--- src/rtl/fifo_pkg.sv ---
// Shared definitions for the synchronous FIFO and its read-side burst master.
package fifo_pkg;

  localparam int DT_WIDTH_DEF  = 8;
  localparam int LEN_WIDTH_DEF = 5;

  typedef enum logic [1:0] {
    IDLE = 2'd0,
    RUN  = 2'd1,
    DONE = 2'd2
  } state_e;

endpackage

--- src/rtl/skid_buf2.sv ---
// Two-entry output buffer between the FIFO read port and a valid/ready stream.
// An arriving word falls straight through to the output when the buffer is empty.
module skid_buf2 #(
  parameter int DT_WIDTH = 8
) (
  input  logic                clk_i,
  input  logic                rst_ni,
  input  logic                push_i,
  input  logic [DT_WIDTH-1:0] push_data_i,
  input  logic                ready_i,
  output logic                valid_o,
  output logic [DT_WIDTH-1:0] data_o,
  output logic [1:0]          count_o
);

  logic [DT_WIDTH-1:0] mem_q [2];
  logic                rd_ptr_q, rd_ptr_d;
  logic                wr_ptr_q, wr_ptr_d;
  logic [1:0]          count_q, count_d;
  logic                has_data;
  logic                fire;
  logic                store;
  logic                deq;

  assign has_data = (count_q != 2'd0);
  assign valid_o  = has_data | push_i;
  assign data_o   = (!has_data && push_i) ? push_data_i : mem_q[rd_ptr_q];
  assign count_o  = count_q;

  assign fire  = valid_o & ready_i;
  // a word consumed in the cycle it arrives into an empty buffer is never stored
  assign store = push_i & ~(~has_data & ready_i);
  assign deq   = has_data & ready_i;

  always_comb begin
    rd_ptr_d = rd_ptr_q;
    wr_ptr_d = wr_ptr_q;
    count_d  = count_q + {1'b0, push_i} - {1'b0, fire};
    if (store) wr_ptr_d = ~wr_ptr_q;
    if (deq)   rd_ptr_d = ~rd_ptr_q;
  end

  always_ff @(posedge clk_i or negedge rst_ni) begin
    if (!rst_ni) begin
      mem_q[0] <= '0;
      mem_q[1] <= '0;
      rd_ptr_q <= 1'b0;
      wr_ptr_q <= 1'b0;
      count_q  <= 2'd0;
    end else begin
      if (store) mem_q[wr_ptr_q] <= push_data_i;
      rd_ptr_q <= rd_ptr_d;
      wr_ptr_q <= wr_ptr_d;
      count_q  <= count_d;
    end
  end

endmodule

--- src/rtl/fifo_burst_reader.sv ---
// Drains cmd_len words from the FIFO read port onto a back-pressurable stream.
//   state | meaning
//   IDLE  | waiting for cmd_start
//   RUN   | issuing reads and delivering words until the burst is delivered
//   DONE  | one-cycle completion pulse, returns to IDLE
module fifo_burst_reader
  import fifo_pkg::*;
#(
  parameter int DT_WIDTH  = DT_WIDTH_DEF,
  parameter int LEN_WIDTH = LEN_WIDTH_DEF
) (
  input  logic                 clk,
  input  logic                 rst,
  input  logic                 cmd_start,
  input  logic [LEN_WIDTH-1:0] cmd_len,
  output logic                 busy,
  output logic                 done,
  output logic                 rd_en,
  input  logic [DT_WIDTH-1:0]  rd_dt,
  input  logic                 f_empty,
  output logic                 out_valid,
  output logic [DT_WIDTH-1:0]  out_data,
  input  logic                 out_ready
);

  state_e               state_q, state_d;
  logic [LEN_WIDTH-1:0] issue_q, issue_d;
  logic [LEN_WIDTH-1:0] deliv_q, deliv_d;
  logic                 in_flight_q;
  logic [1:0]           buf_count;
  logic                 xfer;
  logic [2:0]           credit_level;

  skid_buf2 #(
    .DT_WIDTH (DT_WIDTH)
  ) u_buf (
    .clk_i       (clk),
    .rst_ni      (rst),
    .push_i      (in_flight_q),
    .push_data_i (rd_dt),
    .ready_i     (out_ready),
    .valid_o     (out_valid),
    .data_o      (out_data),
    .count_o     (buf_count)
  );

  assign xfer = out_valid & out_ready;

  // slots already claimed once this cycle's transfer has left the buffer
  assign credit_level = {1'b0, buf_count} + {2'b00, in_flight_q} - {2'b00, xfer};

  assign rd_en = (state_q == RUN) && (issue_q != '0) && !f_empty && (credit_level < 3'd2);
  assign busy  = (state_q != IDLE);
  assign done  = (state_q == DONE);

  always_comb begin
    state_d = state_q;
    issue_d = issue_q;
    deliv_d = deliv_q;
    case (state_q)
      IDLE: begin
        if (cmd_start) begin
          if (cmd_len != '0) begin
            state_d = RUN;
            issue_d = cmd_len;
            deliv_d = cmd_len;
          end else begin
            state_d = DONE;
          end
        end
      end
      RUN: begin
        if (rd_en) issue_d = issue_q - 1'b1;
        if (xfer && (deliv_q != '0)) begin
          deliv_d = deliv_q - 1'b1;
          if (deliv_q == LEN_WIDTH'(1)) state_d = DONE;
        end
      end
      DONE:    state_d = IDLE;
      default: state_d = IDLE;
    endcase
  end

  always_ff @(posedge clk or negedge rst) begin
    if (!rst) begin
      state_q     <= IDLE;
      issue_q     <= '0;
      deliv_q     <= '0;
      in_flight_q <= 1'b0;
    end else begin
      state_q     <= state_d;
      issue_q     <= issue_d;
      deliv_q     <= deliv_d;
      in_flight_q <= rd_en;
    end
  end

endmodule

--- config.mk ---
export PLATFORM = sky130hd
export DESIGN_NAME = fifo_burst_reader
export DESIGN_NICKNAME = d
export VERILOG_FILES = /design/src/rtl/fifo_pkg.sv /design/src/rtl/skid_buf2.sv /design/src/rtl/fifo_burst_reader.sv
export SDC_FILE = /design/constraint.sdc
export NUM_CORES = 1
export LEC_CHECK = 0
export BUFFER_PORTS_ARGS = -buffer_cell sky130_fd_sc_hd__buf_2
export CORE_ASPECT_RATIO = 1.1
export CORE_MARGIN = 4
export CORE_UTILIZATION = 54
export DETAILED_ROUTE_END_ITERATION = 12
export PLACE_DENSITY = 0.77
export SLEW_MARGIN = 5
export SYNTH_ARGS = -nofsm -noshare
export SYNTH_HDL_FRONTEND = slang
export SYNTH_SLANG_ARGS = --single-unit
--- constraint.sdc ---
create_clock -name clk -period 7.4 [get_ports clk]
set_input_delay 0.74 -clock clk [delete_from_list [all_inputs] [get_ports clk]]
set_output_delay 0.74 -clock clk [all_outputs]
set_load 0.01 [all_outputs]
---- Yosys cells after proc, flatten, opt, wreduce, memory -nomap -nowiden ----
Index checks and enable logic that the tools add are counted.
operators by class
  add/sub/neg operators ................... 6
  order comparisons ....................... 4
  eq/ne operators ......................... 8
  multiplexer cells ....................... 18
  bitwise logic cells ..................... 11
  reductions and logical operators ........ 18
operator list
  operator                                                   count
  2-to-1 mux 8 bit                                           5
  2-to-1 mux 5 bit                                           4
  one-hot mux 5 bit (2 select lines)                         2
  bitwise mux 16 bit                                         1
  nonzero test 5 bit                                         3
  subtractor 5 x 1 -> 5 bit (second input constant)          2
  demux 8 bit (select 1 bit)                                 1
  2-to-1 mux 2 bit                                           4
  AND reduction 4 bit                                        2
  logical AND 1 bit                                          6
  inequality test 2 bit (second input constant)              3
  nonzero test 2 bit                                         3
  equality test 5 x 1 -> 1 bit (second input constant)       1
  bitwise AND 1 bit                                          4
  greater-or-equal comparator 2 bit (second input constant)  2
  inequality test 2 x 1 -> 1 bit (second input constant)     2
  NOT 1 bit                                                  4
  NOT 1 -> 2 bit                                             2
  one-hot mux 2 bit (2 select lines)                         1
  adder 2 x 1 -> 3 bit                                       1
  < comparator 3 x 2 -> 1 bit (second input constant)        1
  AND reduction 3 bit                                        1
  subtractor 3 x 1 -> 3 bit                                  1
  adder 2 x 1 -> 2 bit                                       1
  other kinds (7)                                            8
word-level totals
  register bits ........................... 33
  input bits .............................. 18
  output and inout bits ................... 12
  logic and storage cells ................. 74

---- Longest topological paths before layout ----
  depth in word-level cells ............... 8
  gate-level depth with buffers ........... 11
  mapped depth without buffers ............ 11

---- Cells and area by module ----
From an unflattened synthesis, not the netlist that was laid out.
unflattened totals
  cells, all modules ...................... 177
  area, all modules ....................... 1,894.3 sq um
modules (own cells, without submodules)
  module             times used  cells each  area an instance (sq um)  sequential area each (sq um)
  skid_buf2          1           80          983.4                     500.5
  fifo_burst_reader  1           97          910.9                     325.3

---- Worst setup path before layout ----
OpenSTA, ideal clock, no wires.
  path type ............................... register -> output
  start ................................... register in_flight_q
  end ..................................... output rd_en
  data arrival time ....................... 2.584 ns
  required time ........................... 6.660 ns
  slack ................................... 4.076 ns
  cell stages (with the launch flop) ...... 9
  buffers on the path ..................... 0
  cells stage by stage .................... dfrtp_1 > or3_1 > and2_1 > ha_1 > inv_1 > ha_1 > fa_1 > xnor2_1 > nor4b_2
on the way
  longest elaborated chain between the ends .. 5
  elaborated cells on any way between the ends .. 6
  those cells by class .................... add/sub: 2; order compare: 1; bitwise: 2; reduce/logical: 1
RTL lines
  what                         line                     RTL
  start, declared              fifo_burst_reader.sv:29  logic in_flight_q;
  start signal, assigned       fifo_burst_reader.sv:94  in_flight_q <= rd_en;
  OR 1 bit                     skid_buf2.sv:26          assign valid_o = has_data | push_i;
  via out_valid                fifo_burst_reader.sv:21  output logic out_valid,
  bitwise AND 1 bit            fifo_burst_reader.sv:47  assign xfer = out_valid & out_ready;
  subtractor 3 x 1 -> 3 bit    fifo_burst_reader.sv:50  assign credit_level = {1'b0, buf_count} + {2'b00, in_flight_q} - {2'b00, xfer};
  < comparator 3 x 2 -> 1 bit  fifo_burst_reader.sv:52  assign rd_en = (state_q == RUN) && (issue_q != '0) && !f_empty && (credit_level < 3'd2);
  logical AND 1 bit            fifo_burst_reader.sv:52
  end, declared                fifo_burst_reader.sv:18  output logic rd_en,
The timed path passes the listed nets, and every way through them passes these cells.

---- Worst setup path after layout ----
  start ................................... register in_flight_q
  end ..................................... output rd_en
on the way
  longest elaborated chain between the ends .. 5
  elaborated cells on any way between the ends .. 6
  those cells by class .................... add/sub: 2; order compare: 1; bitwise: 2; reduce/logical: 1
RTL lines
  what                                                                          line
  parallel branches: the longest is 2 deep, another holds adder 2 x 1 -> 3 bit  -
  subtractor 3 x 1 -> 3 bit *                                                   fifo_burst_reader.sv:50
  < comparator 3 x 2 -> 1 bit *                                                 fifo_burst_reader.sv:52
  logical AND 1 bit *                                                           fifo_burst_reader.sv:52
Every way passes the cells marked *.

==> impl_metrics.json <==
{
  "cp.required_ns": 6.66,
  "period_minus_slack_ns": 3.86,
  "hold_viol_final": 0,
  "via_count": 1445,
  "postLayoutCoreUtil_pct": 62.2,
  "layout_setup_ws_ns": 3.54,
  "fin_worst_skew_ns": 0.00727,
  "maxCapViolations": 0,
  "pwr-share-clk_pct": 11.2,
  "gr-total-overflow": 0,
  "drc": 0,
  "leakage_nw": 0.927,
  "ys_seq_area_share_pct": 44.6,
  "status": "completed",
  "synth_top_family_by_area": "simple AND/OR/NAND/NOR gates",
  "antenna_found_initial": 0,
  "portBuffers": 29,
  "grt_setup_unrepaired": "false",
  "cts_max_level": 2,
  "ios": 30,
  "synthAdderAreaFrac_pct": 5.81,
  "postRouteAntennaNets": 0,
  "synth-edff-count": 0,
  "ys_seq_elements": 33,
  "drtIter0Drc": 21,
  "clock_sinks": 33,
  "cpMostUsedCell": "ha_1",
  "synth.distinct_cells": 36,
  "seqPwrFrac_pct": 41.1,
  "dp_slack_ns": 3.87,
  "final_cell_mix": "dfrtp_1, buf_2, nor2_1",
  "gp_congestion": 0.821,
  "synth_compound_gate_area_share_pct": 13.6,
  "areaGrowthSynthToFinish_pct": 11.9,
  "hold_buffers": 0,
  "antenna_cells": 0,
  "dr.pass1.iters": 4,
  "min_path_type": "in -> async",
  "insertion_delay_ns": 0.33,
  "syn_area_per_cell_um2": 10.4,
  "die_w_um": 63.9,
  "hpwl_mm": 2.80,
  "core_area_mm2": 0.00333,
  "grt_max_degree": 34,
  "p_comb_share_pct": 47.8,
  "layout-drive-gt1-share_pct": 26.3,
  "async_reset_ff_share_pct": 100,
  "grt_usage_pct": 18.7,
  "p_sw_share_pct": 40.1,
  "placedCellCount": 249,
  "cts-root-buf": "clkbuf_4",
  "worst-path-max-fanout": 6,
  "reg2reg_from": "in_flight_q",
  "setup_viol": 0,
  "muxShareOfSynthArea_pct": 15.1,
  "finalMaxSlewViolations": 0,
  "synthCells": 179,
  "cts_setup_buffers": 0,
  "endpoint_kind": "output pin",
  "clock_path_buffers": 2,
  "ctsResizeCount": 0,
  "numCtsBuffers": 5,
  "synth_ff_type": "dfrtp_1",
  "synth_area_mm2": 0.00185,
  "finalWirelength_mm": 3.73,
  "fmax_mhz": 259,
  "rr_worst_depth": 11,
  "rrSetupSlack_ns": 4.20,
  "fin_tns_setup_ns": 0,
  "pwr_density_cell_mw_per_mm2": 405,
  "cellInternalPower_mw": 0.502,
  "p_switching_mw": 0.337,
  "critical_path.max_stage_delay_ns": 0.55,
  "nets": 234,
  "r2r_end": "issue_q[0]",
  "num_rows": 22,
  "wl_per_cell_um": 14.5,
  "synthSimpleGateAreaFrac_pct": 15.6,
  "die_y_um": 69.4,
  "vdd.ir_drop.worst_mv": 0.205,
  "worstMarginPinSlew_ns": 0.733,
  "layoutNonFillerInstCount": 257,
  "die-area_mm2": 0.00443,
  "max_slew_margin_pct": 51.1,
  "synth_xor_area_share_pct": 1.42,
  "nFillCells": 292,
  "crit_path_top_delay_cell": "nor4b_2",
  "crit_type": "reg -> out",
  "ys_warn_count": 0,
  "fin_hold_ws_ns": 0.456,
  "path_clk_slew_ns": 0.09,
  "grt_pass1_wl_mm": 6.58,
  "via_per_inst": 5.62,
  "initial_core_util_pct": 55.6,
  "arrival_ns": 3.12,
  "cp_cell_sequence": "or3_1 -> and2_1 -> ha_1 -> inv_1 -> ha_1 -> fa_1 -> xnor2_1 -> nor4b_2 -> buf_2",
  "post-route-period-util_pct": 52.2,
  "final_common_cell": "dfrtp_1",
  "crit_path_start_kind": "register",
  "cts_tree": "built",
  "syn_nets": 205,
  "grt_pass1_vias": 1478
}
==> final cells by class <==
class / instances / area (um2) / share of cell area [%]
Multi-Input combinational cell: 129 / 956 / 46.1
Inverter: 10 / 37.5 / 1.81
Timing Repair Buffer: 29 / 145 / 7.00
Tap cell: 48 / 60.1 / 2.90
Sequential cell: 33 / 826 / 39.8
Clock buffer: 8 / 48.8 / 2.35
==> worst max-delay path, delay by kind of cell, from the launching register on <==
kind	cells	cell delay, ns
simple gates	3	1.11
fa+ha+maj	3	0.82
flops	1	0.44
buf+inv	2	0.27
xor+xnor	1	0.15
==> synth_stat cells, drive strengths merged, types with 5 or more instances <==
library cell | number | area (um2)
a21oi | 7 | 35.0
inv | 10 | 37.5
dfrtp | 33 | 826
nand2 | 14 | 52.6
mux2i | 10 | 100
ha | 7 | 87.6
o22a | 5 | 43.8
mux2 | 16 | 180
clkbuf | 5 | 18.8
nor3 | 7 | 40.0
o21ai | 12 | 60.1
nor2 | 18 | 67.6
a31oi | 5 | 61.3
==> worst max path at each step <==
stage | to | slack (ns) | start
after floorplan | rd_en | 4.08 | in_flight_q
after global placement | rd_en | 3.94 | out_ready
after detailed placement | rd_en | 3.87 | out_ready
after CTS | rd_en | 3.51 | in_flight_q
after global routing | rd_en | 3.41 | in_flight_q
final | rd_en | 3.54 | in_flight_q
==> cell families (layout without fill, tap and decap cells) <==
logic type / Yosys count / in the layout
compound gates: 35 / 35
xor+xnor: 3 / 3
fa+ha+maj: 8 / 8
buf+inv: 17 / 47
flops: 33 / 33
mux: 26 / 26
simple gates: 57 / 57
==> power groups by stage <==
stage               Clock, mW  Combinational [mW]  Sequential [mW]
floorplan                   0               0.320            0.314
global placement            0               0.380            0.340
detailed placement          0               0.404            0.348
CTS                    0.0987               0.405            0.344
global route            0.104               0.451            0.361
finish                 0.0937               0.401            0.344
==> per-layer routing <==
metal,GRT usage (%),share of wire (%)
met5,0,0
met1,20.1,40
met3,4.86,5.1
met4,7.67,2.3
met2,34.1,53
==> sequential cells by signal, summed over array words and instances (netlist names) <==
| register | flops |
|---|---|
| u_buf.mem_q | 16 |
| deliv_q | 5 |
| issue_q | 5 |
| state_q | 2 |
| u_buf.count_o | 2 |
| in_flight_q | 1 |
| u_buf.rd_ptr_q | 1 |
| u_buf.wr_ptr_q | 1 |
==> through the flow <==
step | power (mW) | cell area [um2]
final | 0.839 | 2070
after global routing | 0.916 | 2070
after CTS | 0.849 | 2070
after detailed placement | 0.752 | 2020
after global placement | 0.720 | 2020
after floorplan | 0.634 | 1850
(Power assumes the default switching activity.)
